**src/rtl/sort_seq_pkg.sv**
```systemverilog
// sort_seq_pkg: shared state encoding and sizing helper for the sort job sequencer
package sort_seq_pkg;
  typedef enum logic [2:0] {
    S_IDLE,
    S_LOAD,
    S_SORT_KICK,
    S_SORT_WAIT,
    S_UNLOAD_RD,
    S_UNLOAD_OUT,
    S_DONE,
    S_ERR
  } state_e;
  function automatic int depth_of(input int addr_w);
    return 1 << addr_w;
  endfunction
endpackage

```
**src/rtl/sort_seq_watchdog.sv**
```systemverilog
// sort_seq_watchdog: loadable up-counter with clear/enable; o_tc marks the cycle that reaches LIMIT
module sort_seq_watchdog #(
  parameter int W     = 13,
  parameter int LIMIT = 4096
) (
  input  logic         i_clk,
  input  logic         i_rst_n,
  input  logic         i_clr,
  input  logic         i_en,
  input  logic         i_load,
  input  logic [W-1:0] i_load_val,
  output logic         o_tc
);
  logic [W-1:0] cnt_q, cnt_d;
  assign o_tc  = cnt_q == W'(LIMIT - 1);
  assign cnt_d = i_clr ? '0 : i_load ? i_load_val : (i_en && !o_tc) ? cnt_q + W'(1) : cnt_q;
  always_ff @(posedge i_clk or negedge i_rst_n)
    if (!i_rst_n) cnt_q <= '0;
    else cnt_q <= cnt_d;
endmodule

```
**src/rtl/sort_job_sequencer.sv**
```systemverilog
// sort_job_sequencer: loads a job into RAM, hands the RAM to the sorter, then streams the sorted words out
module sort_job_sequencer
  import sort_seq_pkg::*;
#(
  parameter int SIZE_ADDR      = 4,
  parameter int SIZE_DATA      = 8,
  parameter int TIMEOUT_CYCLES = 4096
) (
  input  logic                 i_clk,
  input  logic                 i_rst_n,
  input  logic                 i_job_start,
  input  logic [SIZE_ADDR:0]   i_job_len,
  input  logic                 i_in_valid,
  output logic                 o_in_ready,
  input  logic [SIZE_DATA-1:0] i_in_data,
  output logic                 o_out_valid,
  input  logic                 i_out_ready,
  output logic [SIZE_DATA-1:0] o_out_data,
  output logic                 o_sort_start,
  output logic [SIZE_ADDR-1:0] o_sort_num_elems,
  input  logic                 i_sort_done,
  output logic                 o_ram_owner,
  output logic [SIZE_ADDR-1:0] o_ram_addr,
  output logic                 o_ram_we,
  output logic [SIZE_DATA-1:0] o_ram_wdata,
  input  logic [SIZE_DATA-1:0] i_ram_rdata,
  output logic                 o_busy,
  output logic                 o_job_done,
  output logic                 o_error,
  output logic                 o_len_err
);
  localparam int DEPTH = depth_of(SIZE_ADDR);
  localparam int LW    = SIZE_ADDR + 1;
  localparam int WW    = $clog2(TIMEOUT_CYCLES + 1);
  state_e               state_q, state_d;
  logic [LW-1:0]        len_q, len_d, idx_q, idx_d;
  logic [SIZE_ADDR-1:0] num_q, num_d;
  logic [SIZE_DATA-1:0] out_q;
  logic                 first_q, done_prev_q, error_q, error_d, len_err_q, len_err_d;
  logic                 wd_clr, wd_en, wd_tc, last_idx, done_rise;
  assign last_idx  = idx_q == len_q - LW'(1);
  assign done_rise = i_sort_done && !done_prev_q;
  sort_seq_watchdog #(.W(WW), .LIMIT(TIMEOUT_CYCLES)) u_wd (
    .i_clk      (i_clk),
    .i_rst_n    (i_rst_n),
    .i_clr      (wd_clr),
    .i_en       (wd_en),
    .i_load     (1'b0),
    .i_load_val ('0),
    .o_tc       (wd_tc)
  );
  always_comb begin
    state_d   = state_q;
    len_d     = len_q;
    idx_d     = idx_q;
    num_d     = num_q;
    error_d   = error_q;
    len_err_d = 1'b0;
    wd_clr    = 1'b0;
    wd_en     = 1'b0;
    case (state_q)
      S_IDLE:
        if (i_job_start) begin
          if (i_job_len > LW'(DEPTH)) len_err_d = 1'b1;
          else if (i_job_len == '0) state_d = S_DONE;
          else begin
            len_d   = i_job_len;
            idx_d   = '0;
            num_d   = SIZE_ADDR'(i_job_len - LW'(1));
            state_d = S_LOAD;
          end
        end
      S_LOAD:
        if (i_in_valid) begin
          // index restarts at 0 for whichever phase follows the last beat
          idx_d = last_idx ? '0 : idx_q + LW'(1);
          if (last_idx) state_d = (len_q == LW'(1)) ? S_UNLOAD_RD : S_SORT_KICK;
        end
      S_SORT_KICK: begin
        idx_d   = '0;
        wd_clr  = 1'b1;
        state_d = S_SORT_WAIT;
      end
      S_SORT_WAIT: begin
        wd_en = 1'b1;
        if (done_rise) state_d = S_UNLOAD_RD;
        else if (wd_tc) begin
          state_d = S_ERR;
          error_d = 1'b1;
        end
      end
      S_UNLOAD_RD: state_d = S_UNLOAD_OUT;
      S_UNLOAD_OUT:
        if (i_out_ready) begin
          state_d = last_idx ? S_DONE : S_UNLOAD_RD;
          idx_d   = last_idx ? idx_q : idx_q + LW'(1);
        end
      S_DONE: state_d = S_IDLE;
      S_ERR:
        if (i_job_start) begin
          error_d = 1'b0;
          state_d = S_IDLE;
        end
      default: state_d = S_IDLE;
    endcase
  end
  always_ff @(posedge i_clk or negedge i_rst_n)
    if (!i_rst_n) begin
      state_q     <= S_IDLE;
      len_q       <= '0;
      idx_q       <= '0;
      num_q       <= '0;
      out_q       <= '0;
      first_q     <= 1'b0;
      done_prev_q <= 1'b0;
      error_q     <= 1'b0;
      len_err_q   <= 1'b0;
    end else begin
      state_q     <= state_d;
      len_q       <= len_d;
      idx_q       <= idx_d;
      num_q       <= num_d;
      first_q     <= state_q == S_UNLOAD_RD;
      done_prev_q <= i_sort_done;
      error_q     <= error_d;
      len_err_q   <= len_err_d;
      if (first_q) out_q <= i_ram_rdata;
    end
  // RAM data is live on the first UNLOAD_OUT cycle; afterwards the captured copy holds it steady
  assign o_out_data       = first_q ? i_ram_rdata : out_q;
  assign o_in_ready       = state_q == S_LOAD;
  assign o_ram_we         = state_q == S_LOAD && i_in_valid;
  assign o_ram_wdata      = o_ram_we ? i_in_data : '0;
  assign o_ram_addr       = (o_ram_we || state_q == S_UNLOAD_RD) ? idx_q[SIZE_ADDR-1:0] : '0;
  assign o_ram_owner      = state_q == S_SORT_KICK || state_q == S_SORT_WAIT;
  assign o_sort_start     = state_q == S_SORT_KICK;
  assign o_sort_num_elems = num_q;
  assign o_out_valid      = state_q == S_UNLOAD_OUT;
  assign o_busy           = state_q != S_IDLE;
  assign o_job_done       = state_q == S_DONE;
  assign o_error          = error_q;
  assign o_len_err        = len_err_q;
endmodule

```
**config.mk**
```make
export PLATFORM = sky130hd
export DESIGN_NAME = sort_job_sequencer
export DESIGN_NICKNAME = d
export VERILOG_FILES = /design/src/rtl/sort_seq_pkg.sv /design/src/rtl/sort_seq_watchdog.sv /design/src/rtl/sort_job_sequencer.sv
export SDC_FILE = /design/constraint.sdc
export NUM_CORES = 1
export LEC_CHECK = 0
export CAP_MARGIN = 5
export CORE_MARGIN = 2
export CORE_UTILIZATION = 30
export DETAILED_ROUTE_END_ITERATION = 7
export GPL_ROUTABILITY_DRIVEN = 1
export GPL_TIMING_DRIVEN = 0
export MAX_ROUTING_LAYER = met4
export PLACE_DENSITY = 0.54
export SLEW_MARGIN = 30
export SYNTH_ARGS = -nofsm -noshare
export SYNTH_HDL_FRONTEND = slang
export SYNTH_SLANG_ARGS = --single-unit
```
**constraint.sdc**
```tcl
create_clock -name i_clk -period 1.8 [get_ports i_clk]
set_input_delay 0.36 -clock i_clk [delete_from_list [all_inputs] [get_ports i_clk]]
set_output_delay 0.36 -clock i_clk [all_outputs]
set_load 0.03 [all_outputs]
```
==> reports/results.txt <==
Outcome: complete, but fails checks
Failing checks: setup timing
Vias in the first global route: 2234
Crit start category: flip-flop
WL/cell: 14.3 um
Slew of the pin with the lowest slew margin: 0.565 ns
Cell Rows: 32
Synthesis Warnings: 0
Clk buf depth: 2
Cells after Synth: 259
CTS tree: yes
Synth Cell Area: 0.00242 sq mm
CP arrival: 1.59 ns
Kind of critical path: reg2out
Core area: 0.00777 sq mm
Post-layout util: 0.477
Share of the synthesized area in the top cell type: 0.435
Clock Root Buffer: clkbuf_8
Final setup vio count: 22
Total CTS buffers: 5
Top cells by count, synth: 42 x dfrtp_1, 22 x nor2_1, 21 x nand2_1
Share of flip-flops with an asynchronous set or reset: 1.00
Die W: 93.7 um
Worst path slowest cell: dfrtp_2
Area of the multi-input gates: 0.00145 sq mm
N_diodes: 0
Crit-path max FO: 5
Avg Inst Size Synth: 9.33 sq um
Area growth from synthesis to layout: 53.4%
Top cells by area, synth: dfrtp_1 44%, mux2_2 5.1%, and3_1 3.6%
Gpl congestion: 0.838
Number of routed nets with antenna violations: 0
H-tree Lvls: 2
R2R cell count: 9
Synth Register Bits: 42
Hold Vio Cnt, Final: 0
Post-synth EDFFs: 0
Mapped Nets: 293
Unrepaired setup endpoints after global routing: true
Hold buffers post-CTS: 0
Fillers: 764
Top FF cell, synth: dfrtp_1
Sequential-to-total area share from yosys stat: 0.435
Reg-to-Reg Start: len_q[1]
Clock sinks: 42
Initial antenna violation count: 0
Cell taking the most area after synthesis: dfrtp_1
DRT iter0 DRCs: 75
Slew headroom: 0.623
Gr ovfl total: 0
Final nets: 383
Setup TNS: -1.84 ns
DIE HEIGHT: 93.7 um
Clock transition at the registers of the reported paths: 0.08 ns
Unique cell type count in the Yosys netlist: 43
Via count: 2172
Pre-CTS WS: -0.991 ns
Clk_lat worst skew: 0.29 ns
DP Wirelength: 4330 um
Tmin final: 1.95 ns
First-pass GRT wire length: 10700 um
Period utilisation layout: 1.08
Min-delay worst type: in2async
Max_cap viols: 0
Overall Power: 6040 uW
FMAX: 512 MHz
DRT Pass-1 Iters: 4
Final wirelength: 6460 um
DIE AREA: 0.00879 sq mm
Worst Path Required: 1.44 ns
Worst Clk Skew: 0.00367 ns
VDD IR max: 0.794 mV
Initial Util: 0.311
Port buffer count: 59
R2R Path End: state_q[0]
Power per cell area: 1630 mW/mm^2
Slew Viols, Final: 0
Io pins: 60
GRT Util Overall: 0.157
DRC violations left: 0
Setup WS post-layout: -0.152 ns
Post-DR vias/cell: 4.81
Reg2Reg Setup Slack: -0.09 ns
Reg area: 0.00105 sq mm
Largest stage delay, worst path: 0.44 ns
Pin count of the biggest net entering global routing: 43
Worst setup EP type: output pin
Most common cell in the netlist: dfrtp_1
Worst hold margin: 0.0573 ns
Layout cells sized above 1: 0.369
Static leakage: 0.00170 uW
CP Cell Sequence: buf_8 > nand3b_1 > a21oi_4 > and2_4 > buf_6
==> through the flow <==
stage               cells  area (sq um)
finish                452          3710
global route          452          3710
CTS                   444          3580
detailed placement    420          3210
global placement      420          3210
floorplan             259          2500
==> flip-flops by register name (all words and copies together), names as in the netlist <==
name / count
idx_q: 5
o_sort_num_elems: 4
o_error: 1
done_prev_q: 1
o_len_err: 1
state_q: 3
u_wd.cnt_q: 13
first_q: 1
len_q: 5
out_q: 8
==> critical path: cells and delay by family (launching register included) <==
family	cells	cell delay, ns
DFF	1	0.44
and+or+nand+nor	2	0.37
buffers and inverters	2	0.25
AOI/OAI and AO/OA	1	0.24
==> where the power goes <==
group / internal (uW) / leakage [uW] / switching, uW / total (uW)
combinational: 1760 / 0.00111 / 2030 / 3790
sequential: 1270 / 0.000531 / 232 / 1500
clock: 409 / 0.0000579 / 342 / 751
==> per-layer routing <==
metal	vias up	GRT usage	part of all wire
met2	38	0.267	0.51
met4	0	0.0399	0.0090
met1	1046	0.195	0.45
met5	-	-	0
li1	1083	-	-
met3	5	0.0249	0.034
==> kinds of logic after synthesis <==
| kind of cell | count (synthesis) | synth area share |
|---|---|---|
| AND/OR/NAND/NOR | 120 | 0.273 |
| flip-flops | 42 | 0.435 |
| AO/OA/AOI/OAI | 36 | 0.0927 |
| buffers and inverters | 24 | 0.0425 |
| XOR/XNOR | 18 | 0.0653 |
| multiplexers | 12 | 0.0554 |
| adder cells (fa/ha/maj) | 7 | 0.0362 |
==> placed cells by master (no fill, tap or decap), types with 3 or more instances in the layout <==
cell type,n
and3_1,14
nor3b_1,3
buf_8,3
dfrtp_1,40
buf_4,38
ha_4,3
nand3_1,10
buf_2,3
o21ai_0,14
clkbuf_8,6
a21oi_1,4
nor3_1,6
mux2_2,11
and2_1,3
buf_6,16
inv_1,4
xor2_1,10
a21oi_2,3
nand4_1,13
ha_1,3
nor2b_1,4
clkdlybuf4s50_1,25
clkdlybuf4s15_2,5
nor2_1,18
and2_4,6
nor2_2,3
xnor2_1,8
nand2_1,20
inv_2,3
==> worst max-delay path by stage <==
stage / from / end / depth (start not counted)
after global routing: state_q[2] / o_ram_addr[0] / 5
after floorplan: i_job_len[1] / idx_q[0] / 9
after global placement: i_in_valid / o_ram_addr[0] / 6
after detailed placement: i_in_valid / o_ram_addr[0] / 6
after CTS: state_q[2] / o_ram_addr[3] / 5
final: state_q[2] / o_ram_addr[3] / 5
==> area by class of cell <==
class / instances / share of cell area
repair buffers: 86 / 0.212
well taps: 102 / 0.0344
clock buffers: 5 / 0.0186
flip-flops and latches: 42 / 0.284
plain buffers: 11 / 0.0334
clock inverters: 3 / 0.0108
inverters: 10 / 0.0162
multi-input cells: 193 / 0.390
==> what timing repair did <==
action	4_1_cts	5_1_grt
endpoints found under the setup margin	46	39
pin swaps	12	7
setup buffers	19	9
resized for setup	218	29
Note: power is estimated with default switching activity, not from simulation.
